`src/rtl/hbbus_pkg.sv`:
```
// Shared definitions for the hbarbiter slice: default word width, arbiter
// state encoding (doubles as the o_owner code) and requester identifiers.
package hbbus_pkg;

  localparam int unsigned HB_W = 34;

  localparam logic [1:0] OWNER_NONE = 2'b00;
  localparam logic [1:0] OWNER_A    = 2'b01;
  localparam logic [1:0] OWNER_B    = 2'b10;

  typedef enum logic [1:0] {
    ST_IDLE    = OWNER_NONE,
    ST_GRANT_A = OWNER_A,
    ST_GRANT_B = OWNER_B
  } arb_state_e;

  typedef enum logic {
    SRC_A = 1'b0,
    SRC_B = 1'b1
  } src_e;

endpackage

```
`src/rtl/hbarbiter_if.sv`:
```
// Handshake bundle between two requesters, the arbiter and the downstream sink.
// slave: the arbiter's view; master: the environment driving requests and stall.
interface hbarbiter_if
  import hbbus_pkg::*;
#(
  parameter int unsigned W = HB_W
) ();

  logic         i_a_stb;
  logic [W-1:0] i_a_word;
  logic         i_a_last;
  logic         o_a_busy;

  logic         i_b_stb;
  logic [W-1:0] i_b_word;
  logic         i_b_last;
  logic         o_b_busy;

  logic         o_stb;
  logic [W-1:0] o_word;
  logic         i_busy;
  logic [1:0]   o_owner;

  modport slave (
    input  i_a_stb, i_a_word, i_a_last,
    input  i_b_stb, i_b_word, i_b_last,
    input  i_busy,
    output o_a_busy, o_b_busy,
    output o_stb, o_word, o_owner
  );

  modport master (
    output i_a_stb, i_a_word, i_a_last,
    output i_b_stb, i_b_word, i_b_last,
    output i_busy,
    input  o_a_busy, o_b_busy,
    input  o_stb, o_word, o_owner
  );

endinterface

```
`src/rtl/hbarb_oreg.sv`:
```
// Output word register: loads on accept, holds o_stb/o_word while the sink
// stalls, and drops o_stb once the word has been taken with nothing new.
module hbarb_oreg #(
  parameter int unsigned W = 34
) (
  input  logic         i_clk,
  input  logic         i_reset_n,
  input  logic         i_load,
  input  logic [W-1:0] i_word,
  input  logic         i_busy,
  output logic         o_stb,
  output logic [W-1:0] o_word
);

  logic         stb_d,  stb_q;
  logic [W-1:0] word_d, word_q;

  // A load never coincides with a stall: the arbiter only accepts when !(o_stb && i_busy).
  always_comb begin
    stb_d  = stb_q;
    word_d = word_q;
    if (i_load) begin
      stb_d  = 1'b1;
      word_d = i_word;
    end else if (!(stb_q && i_busy)) begin
      stb_d  = 1'b0;
    end
  end

  always_ff @(posedge i_clk or negedge i_reset_n) begin
    if (!i_reset_n) begin
      stb_q  <= 1'b0;
      word_q <= '0;
    end else begin
      stb_q  <= stb_d;
      word_q <= word_d;
    end
  end

  assign o_stb  = stb_q;
  assign o_word = word_q;

endmodule

```
`src/rtl/hbarbiter.sv`:
```
// Two-requester packet arbiter; grant holds for a whole packet.
// Define HBARB_ROUND_ROBIN_EN for round-robin tie-break, otherwise A has fixed priority.
module hbarbiter
  import hbbus_pkg::*;
#(
  parameter int unsigned W = HB_W
) (
  input  logic        i_clk,
  input  logic        i_reset_n,
  hbarbiter_if.slave  bus
);

  arb_state_e   state_d, state_q;
  logic         stall;
  logic         a_busy, b_busy;
  logic         a_acc,  b_acc;
  logic         acc;
  logic [W-1:0] acc_word;
  logic         oreg_stb;
  logic [W-1:0] oreg_word;

`ifdef HBARB_ROUND_ROBIN_EN
  src_e last_d, last_q;
`endif

  always_comb begin
    stall  = oreg_stb && bus.i_busy;
    a_busy = 1'b1;
    b_busy = 1'b1;
    case (state_q)
      ST_GRANT_A: a_busy = stall;
      ST_GRANT_B: b_busy = stall;
      default: ;
    endcase

    a_acc    = (state_q == ST_GRANT_A) && bus.i_a_stb && !a_busy;
    b_acc    = (state_q == ST_GRANT_B) && bus.i_b_stb && !b_busy;
    acc      = a_acc || b_acc;
    acc_word = (state_q == ST_GRANT_B) ? bus.i_b_word : bus.i_a_word;

    state_d = state_q;
    case (state_q)
      ST_IDLE: begin
`ifdef HBARB_ROUND_ROBIN_EN
        if (bus.i_a_stb && (!bus.i_b_stb || last_q == SRC_B))
          state_d = ST_GRANT_A;
        else if (bus.i_b_stb)
          state_d = ST_GRANT_B;
`else
        if (bus.i_a_stb)
          state_d = ST_GRANT_A;
        else if (bus.i_b_stb)
          state_d = ST_GRANT_B;
`endif
      end
      ST_GRANT_A: if (a_acc && bus.i_a_last) state_d = ST_IDLE;
      ST_GRANT_B: if (b_acc && bus.i_b_last) state_d = ST_IDLE;
      default:    state_d = ST_IDLE;
    endcase

`ifdef HBARB_ROUND_ROBIN_EN
    last_d = last_q;
    if (a_acc && bus.i_a_last)
      last_d = SRC_A;
    else if (b_acc && bus.i_b_last)
      last_d = SRC_B;
`endif
  end

  always_ff @(posedge i_clk or negedge i_reset_n) begin
    if (!i_reset_n) begin
      state_q <= ST_IDLE;
`ifdef HBARB_ROUND_ROBIN_EN
      last_q  <= SRC_B;
`endif
    end else begin
      state_q <= state_d;
`ifdef HBARB_ROUND_ROBIN_EN
      last_q  <= last_d;
`endif
    end
  end

  hbarb_oreg #(
    .W (W)
  ) u_oreg (
    .i_clk     (i_clk),
    .i_reset_n (i_reset_n),
    .i_load    (acc),
    .i_word    (acc_word),
    .i_busy    (bus.i_busy),
    .o_stb     (oreg_stb),
    .o_word    (oreg_word)
  );

  assign bus.o_a_busy = a_busy;
  assign bus.o_b_busy = b_busy;
  assign bus.o_stb    = oreg_stb;
  assign bus.o_word   = oreg_word;
  assign bus.o_owner  = state_q;

endmodule

```
`src/flat_wrapper.sv`:
```
// flat-port wrapper written by rule: the top's interface ports become plain ports
module hbarbiter_flat import hbbus_pkg::*;
#(
  parameter int unsigned W = HB_W
)
  (i_clk, i_reset_n, bus_i_a_stb, bus_i_a_word, bus_i_a_last, bus_i_b_stb, bus_i_b_word, bus_i_b_last, bus_i_busy, bus_o_a_busy, bus_o_b_busy, bus_o_stb, bus_o_word, bus_o_owner);
  hbarbiter_if #(.W(W)) bus_i ();
  input  logic i_clk;
  input  logic i_reset_n;
  input wire logic [$bits(bus_i.i_a_stb)-1:0] bus_i_a_stb;
  input wire logic [$bits(bus_i.i_a_word)-1:0] bus_i_a_word;
  input wire logic [$bits(bus_i.i_a_last)-1:0] bus_i_a_last;
  input wire logic [$bits(bus_i.i_b_stb)-1:0] bus_i_b_stb;
  input wire logic [$bits(bus_i.i_b_word)-1:0] bus_i_b_word;
  input wire logic [$bits(bus_i.i_b_last)-1:0] bus_i_b_last;
  input wire logic [$bits(bus_i.i_busy)-1:0] bus_i_busy;
  output wire logic [$bits(bus_i.o_a_busy)-1:0] bus_o_a_busy;
  output wire logic [$bits(bus_i.o_b_busy)-1:0] bus_o_b_busy;
  output wire logic [$bits(bus_i.o_stb)-1:0] bus_o_stb;
  output wire logic [$bits(bus_i.o_word)-1:0] bus_o_word;
  output wire logic [$bits(bus_i.o_owner)-1:0] bus_o_owner;
  assign bus_i.i_a_stb = bus_i_a_stb;
  assign bus_i.i_a_word = bus_i_a_word;
  assign bus_i.i_a_last = bus_i_a_last;
  assign bus_i.i_b_stb = bus_i_b_stb;
  assign bus_i.i_b_word = bus_i_b_word;
  assign bus_i.i_b_last = bus_i_b_last;
  assign bus_i.i_busy = bus_i_busy;
  assign bus_o_a_busy = bus_i.o_a_busy;
  assign bus_o_b_busy = bus_i.o_b_busy;
  assign bus_o_stb = bus_i.o_stb;
  assign bus_o_word = bus_i.o_word;
  assign bus_o_owner = bus_i.o_owner;
  hbarbiter #(.W(W)) u_core (.i_clk(i_clk), .i_reset_n(i_reset_n), .bus(bus_i));
endmodule
```
`config.mk`:
```
export PLATFORM = sky130hd
export DESIGN_NAME = hbarbiter_flat
export DESIGN_NICKNAME = d
export VERILOG_FILES = /design/src/rtl/hbbus_pkg.sv /design/src/rtl/hbarbiter_if.sv /design/src/rtl/hbarb_oreg.sv /design/src/rtl/hbarbiter.sv /design/src/flat_wrapper.sv
export SDC_FILE = /design/constraint.sdc
export NUM_CORES = 1
export LEC_CHECK = 0
export CORE_UTILIZATION = 38
export DETAILED_ROUTE_END_ITERATION = 8
export PLACE_DENSITY = 0.8
export RECOVER_POWER = 100
export SLEW_MARGIN = 5
export SYNTH_ARGS = -nofsm -noshare
export SYNTH_HDL_FRONTEND = slang
export SYNTH_HIERARCHICAL = 1
export SYNTH_SLANG_ARGS = --single-unit
```
`constraint.sdc`:
```
create_clock -name i_clk -period 1.8 [get_ports i_clk]
set_input_delay 0.18 -clock i_clk [delete_from_list [all_inputs] [get_ports i_clk]]
set_output_delay 0.18 -clock i_clk [all_outputs]
set_load 0.01 [all_outputs]
```
==> impl_summary.log <==
[metrics] crit path capture type: output pin
[metrics] Iter 0 DRT Violations: 33
[metrics] post-synthesis cell area: around 2000 um^2
[metrics] largest stage delay on the critical path: ~0.47 ns
[metrics] Final Hold Viols: 0
[metrics] CP max FO: 6
[metrics] cell type of the slowest stage on the worst timing path: sky130_fd_sc_hd__clkdlybuf4s50_1
[metrics] Design Power: between 4 and 5 mW
[metrics] portion of synthesized cell area occupied by the leading cell type: 0.4554
[metrics] Post-layout nets: 392
[metrics] worst slack on hold paths: 0.01401 ns
[metrics] Max clock buf depth: 2
[metrics] power per cell area: about 1300 nW/um^2
[metrics] number of antenna cells inserted: 0
[metrics] count of standard-cell rows: 26
[metrics] part of the Yosys area used for sequential elements: 0.4554
[metrics] max-slew violations: 0
[metrics] syn_nets: roughly 280
[metrics] setup TNS after final layout: 0 ns
[metrics] CTS sink count: 37
[metrics] fraction of power consumed by sequential logic: 0.353
[metrics] routability cong.: slightly above 0.7
[metrics] total congestion overflow after global routing: 0
[metrics] share of total power consumed by net switching: 0.3250
[metrics] most area-consuming cells after synthesis: sky130_fd_sc_hd__dfrtp_1 (46%), sky130_fd_sc_hd__mux2_4 (21%), sky130_fd_sc_hd__nand2_1 (19%), sky130_fd_sc_hd__buf_12 (3.0%), sky130_fd_sc_hd__mux2_2 (2.8%)
[metrics] Total Die Area: between 5000 and 6000 um^2
[metrics] clock tree root buffer cell: sky130_fd_sc_hd__clkbuf_8
[metrics] number of vias in the routed layout: roughly 1.7k
[metrics] status: finished, final reports clean
[metrics] last element of the critical path: bus_o_a_busy
[metrics] worst-path cell chain: buf_4, and2b_1, nand2_1, clkdlybuf4s50_1
[metrics] max_slew headroom: 0.4127
[metrics] number of synthesis warnings: 6
[metrics] fraction of the mapped netlist area in adder cells: 0
[metrics] top_reg_cell synth: sky130_fd_sc_hd__dfrtp_1
[metrics] DP Wirelength: between 3 and 4 mm
[metrics] share of power burned in the clock network: 0.135
[metrics] mean instance size in the synthesized netlist: about 10 um^2
[metrics] wire length of the first global-routing pass: 7.065 mm
[metrics] layout cell share with drive strength beyond 1: 0.08202
[metrics] total wire length after detailed routing: 4.543 mm
[metrics] post-synthesis to final-layout area growth: 57.29%
[metrics] count of flip-flops with a built-in enable after synthesis: 0
[metrics] unrepaired setup endpoints after global routing: false
[metrics] final core utilization: 0.6222
[metrics] average wire per cell in the routed design: between 10 and 15 um
[metrics] startpoint of the worst-slack reg-to-reg timing path: u_core/bus.o_owner[1]
[metrics] Max VDD drop: 0.0006395 V
[metrics] top cells by instance count after synthesis: sky130_fd_sc_hd__nand2_1 (105), sky130_fd_sc_hd__dfrtp_1 (37), sky130_fd_sc_hd__mux2_4 (29)
[metrics] cell type with the largest total area after synthesis: sky130_fd_sc_hd__dfrtp_1
[metrics] die height: roughly 75 um
[metrics] clock transition time at the flip-flop clock pins of the worst setup and hold paths: approximately 0.070 ns
[metrics] transition at the pin with the smallest max-transition slack: just under 0.9 ns
[metrics] GRT Resource Usage Total: 0.1651
[metrics] simple-gate portion of the synthesized area: 0.2203
[metrics] area of the core region: between 5000 and 6000 um^2
[metrics] worst path required time: about 1.6 ns
[metrics] fill cell count: just under 500
[metrics] upper clock frequency limit: just under 600 MHz
[metrics] post-synthesis cell count: between 200 and 250
[metrics] die extent in x: about 75 um
[metrics] via count of the first global-routing pass: 1643
[metrics] share of the cycle needed by the critical path after routing: 0.9551
[metrics] synthesized-area fraction occupied by ao, oa, aoi and oai cells: 0.01231
[metrics] MaxCap Viol Count: 0
[metrics] number of remaining DRC errors: 0
[metrics] final critical-path required period: between 1.5 and 2 ns
[metrics] antenna violations before repair: 0
[metrics] number of unique standard cell types used by synthesis: 17
[metrics] ratio of routed vias to standard cells: 4.478
[metrics] pin count of the biggest net entering global routing: 38
[metrics] maximum clock skew at final layout: roughly 0.0042 ns
[metrics] endpoint arrival time on the critical path: 1.54 ns
[metrics] launch point of the critical path: u_core/bus.o_owner[1]
[metrics] worst reg-to-reg setup slack: between 0.1 and 0.15 ns
[metrics] cell-internal power: about 2.8 mW
[metrics] CTS H-tree depth: 2
[metrics] total clock buffers created by CTS: 5
[metrics] TritonCTS clock tree: done
[metrics] worst-skew pair later-pin latency: roughly 0.27 ns
[metrics] most frequent cell after synthesis: sky130_fd_sc_hd__nand2_1
[metrics] critical path type: reg2out
[metrics] net switching power: 1.358 mW
[metrics] endpoints failing setup: 0
[metrics] XOR/XNOR share of the synthesized area: 0
[metrics] Hold Path Class: in2async
[metrics] endpoint of the worst-slack reg-to-reg timing path: u_core/u_oreg/o_word[14]
[metrics] Async SR Flop Fraction: 1.000
[metrics] number of synthesized register bits: 37
[metrics] Comb power frac: 0.512
[metrics] final antenna-violating net count: 0
[metrics] number of port buffers: about 110
[metrics] multiplexer share of the synthesized area: 0.2418
[metrics] leakage component of the power: roughly 1.5 nW
[metrics] largest family of logic cells by synthesized area: multiplexers
[metrics] number of search-and-repair iterations in the first detailed-routing pass: 3
[metrics] nature of the critical path startpoint: flip-flop
[metrics] number of cells traversed by the worst register-to-register path: 6
[metrics] Top Ports: about 110
[metrics] starting utilization of the core area: 0.3956
area by class of cell:
type,count,area [um^2],share of cell area
clock buffer,7,86.33,0.02700
inverter,1,3.754,0.001174
multi-input combinational,151,878.3,0.2746
sequential,37,927.1,0.2899
tap,70,87.58,0.02739
timing repair buffer,121,1215,0.3799
critical path, delay by kind of cell, from the launching register on:
family,cells,cell delay (ns)
buf+inv,2,0.62
flops,1,0.38
simple gates,2,0.27
layer usage:
layer	GRT usage	share of wire	vias up
li1	-	-	870
met1	0.2008	0.43	787
met2	0.2823	0.47	72
met3	0.05890	0.098	4
met4	0.03704	0.0075	0
met5	0	0	-
flip-flops by register name (all words and copies together), names as in the netlist:
name,cells
u_core/u_oreg/o_word,34
u_core/u_oreg/o_stb,1
u_core/bus.o_owner,2
how the worst min path moves through the flow:
| stage | cells past startpoint | slack, ns | to | startpoint |
|---|---|---|---|---|
| finish | 1 | 0.01 | u_core/u_oreg/o_word[13] | i_reset_n |
| CTS | 1 | 0.01 | u_core/u_oreg/o_word[18] | i_reset_n |
| floorplan | 0 | -0.12 | u_core/bus.o_owner[0] | i_reset_n |
| global route | 1 | 0.09 | u_core/u_oreg/o_word[13] | i_reset_n |
| global placement | 1 | 0.31 | u_core/u_oreg/o_word[19] | i_reset_n |
| detailed placement | 1 | 0.31 | u_core/u_oreg/o_word[18] | i_reset_n |
repair_timing:
action / 4_1_cts / 5_1_grt
pin swaps: 0 / 0
endpoints found under the setup margin: 1 / 1
gates resized for setup: 1 / 1
setup buffers: 2 / 0
hold buffers: 0 / 0
cell usage in the layout, fill, tap and decap left out, drive strengths merged:
cell,n
clkbuf,8
a21o,1
mux2,34
nand2,105
nor3,2
nor2,1
a22oi,1
nor2b,1
inv,1
dfrtp,37
clkdlybuf4s50,75
dlygate4sd3,37
and2b,1
a21oi,2
and4,2
buf,8
nand2b,1
metrics by stage:
step                      cell area (um^2)  setup slack [ns]  std cells
final                                 3198           0.08086        387
after global routing                  3198           0.01414        387
after CTS                             3294           0.04337        387
after detailed placement              3189           0.09210        378
after global placement                3189            0.1334        378
after floorplan                       2033            0.1244        201
logic make-up (layout without fill, tap and decap cells):
kind of cell,Yosys count,count (layout)
simple gates,113,113
flops,37,37
mux,34,34
buf+inv,13,129
compound gates,4,4
power by group through the flow:
stage                     combinational, mW  clock (mW)  sequential [mW]
final                                  2.14       0.564             1.48
after global routing                   2.31       0.638             1.53
after CTS                              2.69       0.588             1.52
after detailed placement               2.65           0             1.53
after global placement                 2.60           0             1.52
after floorplan                        1.28           0             1.70
No activity file was read; power rests on OpenSTA's default activity.
